<file path="src/rtl/ahb_pkg.sv">
// Shared AHB-Lite encodings and the data-stage state type for ahb_lite_master.
package ahb_pkg;

  typedef enum logic [1:0] {
    IDLE   = 2'b00,
    BUSY   = 2'b01,
    NONSEQ = 2'b10,
    SEQ    = 2'b11
  } htrans_t;

  typedef enum logic [2:0] {
    BYTE = 3'd0,
    HALF = 3'd1,
    WORD = 3'd2
  } hsize_t;

  localparam logic [2:0] HBURST_SINGLE   = 3'b000;
  localparam logic [3:0] HPROT_DATA_PRIV = 4'b0011;

  // Data-stage state: no data phase, data phase in progress, second ERROR cycle.
  typedef enum logic [1:0] {
    D_IDLE,
    D_BUSY,
    D_ERR
  } d_state_t;

endpackage

</file>
<file path="src/rtl/ahb_lite_master.sv">
// AHB-Lite initiator: one command register (A) feeding the address phase and one
// data-stage register (D) tracking the overlapped data phase. Single transfers only.
module ahb_lite_master
  import ahb_pkg::*;
#(
  parameter int ADDR_W = 32,
  parameter int DATA_W = 32
) (
  input  logic              clk,
  input  logic              reset,
  // command port
  input  logic              cmd_valid,
  output logic              cmd_ready,
  input  logic              cmd_write,
  input  logic [ADDR_W-1:0] cmd_addr,
  input  logic [2:0]        cmd_size,
  input  logic [DATA_W-1:0] cmd_wdata,
  // response port
  output logic              rsp_valid,
  output logic [DATA_W-1:0] rsp_rdata,
  output logic              rsp_error,
  // AHB-Lite master side
  output logic [ADDR_W-1:0] HADDR,
  output logic [1:0]        HTRANS,
  output logic              HWRITE,
  output logic [2:0]        HSIZE,
  output logic [2:0]        HBURST,
  output logic [3:0]        HPROT,
  output logic              HMASTLOCK,
  output logic [DATA_W-1:0] HWDATA,
  input  logic [DATA_W-1:0] HRDATA,
  input  logic              HREADY,
  input  logic              HRESP
);

  // Address stage (A)
  logic              a_v;
  logic              a_write;
  logic [ADDR_W-1:0] a_addr;
  logic [2:0]        a_size;
  logic [DATA_W-1:0] a_wdata;

  // Data stage (D); HWDATA itself is the stored write data
  d_state_t d_state, d_next;
  logic     d_write;

  logic addr_issue;  // NONSEQ is on the bus this cycle
  logic a_adv;       // address phase completes at the coming edge
  logic cmd_fire;
  logic d_done;      // data phase completes at the coming edge
  logic d_fail;      // ... with an ERROR response

  // Address-phase control: an ERROR in flight cancels the pipelined address.
  always_comb begin
    addr_issue = a_v && (d_state != D_ERR) && !((d_state == D_BUSY) && HRESP);
    a_adv      = addr_issue && HREADY;
    cmd_fire   = cmd_valid && cmd_ready;
  end

  assign cmd_ready = !a_v || a_adv;
  assign HTRANS    = addr_issue ? NONSEQ : IDLE;
  // A only reloads on a handshake, so these hold their values through IDLE cycles.
  assign HADDR     = a_addr;
  assign HWRITE    = a_write;
  assign HSIZE     = a_size;
  assign HBURST    = HBURST_SINGLE;
  assign HPROT     = HPROT_DATA_PRIV;
  assign HMASTLOCK = 1'b0;

  // Address stage register: load on handshake, drain when the address phase ends.
  always_ff @(posedge clk) begin
    // NOTE: sequential state uses non-blocking assignments so every register
    // samples pre-edge values regardless of statement order.
    if (reset) begin
      a_v     <= 1'b0;
      a_write <= 1'b0;
      a_addr  <= '0;
      a_size  <= '0;
      a_wdata <= '0;
    end else if (cmd_fire) begin
      a_v     <= 1'b1;
      a_write <= cmd_write;
      a_addr  <= cmd_addr;
      a_size  <= cmd_size;
      a_wdata <= cmd_wdata;
    end else if (a_adv) begin
      a_v <= 1'b0;
    end
  end

  // Data-stage next state and completion decode.
  always_comb begin
    // NOTE: every output of this block gets a default first so no path leaves
    // a variable unassigned, which would infer a latch.
    d_next = d_state;
    d_done = 1'b0;
    d_fail = 1'b0;
    case (d_state)
      D_IDLE: begin
        if (a_adv) d_next = D_BUSY;
      end
      D_BUSY: begin
        if (HREADY) begin
          // HRESP with HREADY high is a slave protocol violation; treat as error.
          d_done = 1'b1;
          d_fail = HRESP;
          d_next = a_adv ? D_BUSY : D_IDLE;
        end else if (HRESP) begin
          d_next = D_ERR;
        end
      end
      D_ERR: begin
        if (HREADY) begin
          d_done = 1'b1;
          d_fail = 1'b1;
          d_next = D_IDLE;
        end
      end
      default: d_next = D_IDLE;
    endcase
  end

  // Data stage register: state, direction and write data of the active data phase.
  always_ff @(posedge clk) begin
    if (reset) begin
      d_state <= D_IDLE;
      d_write <= 1'b0;
      HWDATA  <= '0;
    end else begin
      d_state <= d_next;
      if (a_adv) begin
        d_write <= a_write;
        if (a_write) HWDATA <= a_wdata;
      end
    end
  end

  // Registered response, issued the cycle after the data phase completes.
  always_ff @(posedge clk) begin
    if (reset) begin
      rsp_valid <= 1'b0;
      rsp_rdata <= '0;
      rsp_error <= 1'b0;
    end else begin
      rsp_valid <= d_done;
      if (d_done) begin
        rsp_error <= d_fail;
        rsp_rdata <= d_write ? '0 : HRDATA;
      end
    end
  end

endmodule

</file>
<file path="config.mk">
export PLATFORM = sky130hd
export DESIGN_NAME = ahb_lite_master
export DESIGN_NICKNAME = d
export VERILOG_FILES = /design/src/rtl/ahb_pkg.sv /design/src/rtl/ahb_lite_master.sv
export SDC_FILE = /design/constraint.sdc
export NUM_CORES = 1
export LEC_CHECK = 0
export CORE_MARGIN = 3
export CORE_UTILIZATION = 50
export DETAILED_ROUTE_END_ITERATION = 7
export HOLD_SLACK_MARGIN = 0.05
export PLACE_DENSITY = 0.92
export SYNTH_ARGS = -nofsm -noshare
export SYNTH_HDL_FRONTEND = slang
export SYNTH_SLANG_ARGS = --single-unit
</file>
<file path="constraint.sdc">
create_clock -name clk -period 3.31 [get_ports clk]
set_input_delay 0.662 -clock clk [delete_from_list [all_inputs] [get_ports clk]]
set_output_delay 0.662 -clock clk [all_outputs]
set_load 0.01 [all_outputs]
</file>
==> run metrics <==
unrepaired setup endpoints after global routing=no; clk sink count=~140; Max Cap Viol=0; clk_lat worst skew=roughly 400 ps; status=complete, no violations; worst hold path type=reg -> reg; flip-flop and latch area=2760 um^2; number of buffers added on ports=208; Hold-fix buffers, CTS=0; post-synthesis adder-cell area fraction=less than 1%; CP Capture Type=output pin; Buf+Inv Stages, Crit Path=2; largest family of logic cells by synthesized area=compound AO/OA/AOI/OAI gates; delay-heaviest family, CP=buffers and inverters; postcts setup bufs=0; Post-Synth XOR/XNOR Area=0%; Clk pin slew, worst setup/hold paths=60 ps; CTS resizes=0; power density cells=482 nW/um^2; sequential area share after synthesis=40.7%; setup tns final=0 ps; critical path's most frequent cell=clkdlybuf4s50_1; Final period util=84.3%; crit path from=HRESP; most frequent cells in the layout=206 x clkdlybuf4s50_1, 137 x dfxtp_1, 133 x nand2_1; fillers=968; Die Y=about 120 um; Rel. slew slack=between 30% and 40%; CP required=2650 ps; Die Area=15000 um^2; Yosys cell types=35; initial antenna violation count=0; Min Hold Slack=456 ps; simple-gate share of the synthesized area=16.2%; Warnings, synthesis=0; number of vias per cell=approximately 6.3; largest net degree at the start of global routing=103; worst r2r src=a_v; area of the multi-input gates=approximately 3500 um^2; Synth Area per Inst=8.98 um^2; vias in the first global route=just over 6000; Post-DRT Antenna Nets=0; final non-filler cell total=1080; Setup Skew=6.67 ps; placed cells=1048; post-synthesis mux area share=4.72%; via count=6783; Iter 0 DRT Violations=829; clk buf depth=2; Ant. Diodes=0; Mapped Area=6790 um^2; Synth Area in Compound Gates=29.2%; Tmin final=between 2000 and 3000 ps; most common cell after layout, fill and taps aside=clkdlybuf4s50_1; Seq cells post-synth=~140; Pre-Repair DR Iteration Count=5; fmax=~360 MHz; Finished Core Util=72.2%; chain of cells forming the critical path=clkdlybuf4s50_1, a21o_2, o21ai_1, clkdlybuf4s50_1; Final Hold Viols=0; Leak Pwr=0.00311 uW; cell count after synthesis=756; gr usage total=around a quarter; HP Start=HWDATA[22]; Core Region=12900 um^2; CTS H-tree depth=4; Num CTS Buffers=17; Worst Setup Start Kind=input port; gr ovfl total=0; drt total wl=20.5 mm; Crit Path Category=in -> out; Root Buffer=clkbuf_16; CP arrival=2130 ps; Pins Over Slew Limit=0; crit-path max FO=7; global-route wire length before repair=32.2 mm; worst vdd ir=0.000329 V; DR WL/cell=19.0 um; Final setup viols=0; CP peak stage delay=560 ps; CTS tree=built; layout cells sized above 1=6.28%; Initial Util=a little over half; routability cong.=0.758; post-DP HPWL=12.4 mm; io pins=218; Worst-Margin Slew=997 ps; row cnt=41; Crit-path slowest cell=clkdlybuf4s50_1; fin nets=approximately 1000; DR DRC count=0; Area Growth Syn to Fin=37.6%; Die Width=123 um
## logic make-up after synthesis
family	count (synthesis)
other cells	2
simple gates	216
buf+inv	117
mux	32
flops	138
fa+ha+maj	3
compound gates	248
## routing by layer
| metal | vias up | global-route usage, % | routed length, um |
|---|---|---|---|
| met5 | - | 0 | 0 |
| met4 | 0 | 8.33 | 319 |
| met3 | 23 | 5.02 | 1330 |
| met2 | 286 | 43.1 | 10300 |
| met1 | 3274 | 35.7 | 8560 |
| li1 | 3200 | - | - |
## final cells by class
cell class	count	area share [%]
Timing Repair Buffer	224	23.8
Clock buffer	26	5.45
Inverter	6	0.268
Tap cell	172	2.30
Multi-Input combinational cell	508	37.4
Clock inverter	6	1.17
Sequential cell	138	29.6
## worst min-delay path, delay by kind of cell, from the launching register on
kind          cells  cell delay (ps)
flops             1              300
simple gates      1               50
mux               1               50
## final timing paths
path | endpoint | cells after the start | slack [ps]
max | cmd_ready | 4 | 520
min | HWDATA[22] | 2 | 460
max reg2reg | HWDATA[30] | 4 | 1170
min reg2reg | HWDATA[22] | 2 | 460
## sequential cells by signal (all words and copies together), names as in the netlist
| register | cells |
|---|---|
| HADDR | 32 |
| HWDATA | 32 |
| a_wdata | 32 |
| rsp_rdata | 32 |
| HSIZE | 3 |
| d_state | 2 |
| HWRITE | 1 |
| a_v | 1 |
| d_write | 1 |
| rsp_error | 1 |
| rsp_valid | 1 |
## power by group
group / switching, uW / internal (uW) / total [uW]
clock network: 686 / 1290 / 1970
registers: 73.2 / 1760 / 1830
logic: 353 / 340 / 694
total: 1110 / 3390 / 4500
## synthesized netlist by cell type
| cell type | n | share of area (%) |
|---|---|---|
| nor2_1 | 4 | 0.22 |
| o21ai_1 | 1 | 0.074 |
| inv_2 | 3 | 0.17 |
| buf_1 | 8 | 0.44 |
| a21oi_2 | 1 | 0.13 |
| nor2b_1 | 2 | 0.18 |
| inv_1 | 3 | 0.17 |
| a21oi_1 | 4 | 0.29 |
| buf_4 | 12 | 1.3 |
| conb_1 | 2 | 0.11 |
| nand2_1 | 133 | 7.4 |
| nor3_1 | 1 | 0.074 |
| a31oi_1 | 68 | 6.3 |
| or3_1 | 1 | 0.092 |
| o2111ai_1 | 68 | 8.8 |
| nor3_2 | 1 | 0.15 |
| buf_2 | 20 | 1.5 |
| buf_6 | 9 | 1.5 |
| nor3b_1 | 69 | 7.6 |
| clkbuf_1 | 62 | 3.4 |
| a21o_1 | 1 | 0.11 |
| or3b_1 | 1 | 0.13 |
| mux2i_1 | 32 | 4.7 |
| o311ai_1 | 68 | 8.8 |
| o31a_1 | 1 | 0.13 |
| o21a_1 | 1 | 0.11 |
| nand3_1 | 1 | 0.074 |
| o31ai_1 | 1 | 0.11 |
| a22o_1 | 32 | 4.1 |
| nor4_1 | 1 | 0.092 |
| dfxtp_1 | 138 | 41 |
| nand2_2 | 1 | 0.092 |
| ha_1 | 3 | 0.55 |
| and4_1 | 1 | 0.13 |
| a41o_1 | 2 | 0.29 |
## per-stage QoR
stage	power [uW]	cell area [um^2]	setup slack, ps
floorplan	2220	6810	1350
global placement	2530	8720	538
detailed placement	2550	8720	522
CTS	4510	9340	511
global route	4640	9340	415
finish	4500	9340	519
(Power assumes the default switching activity.)
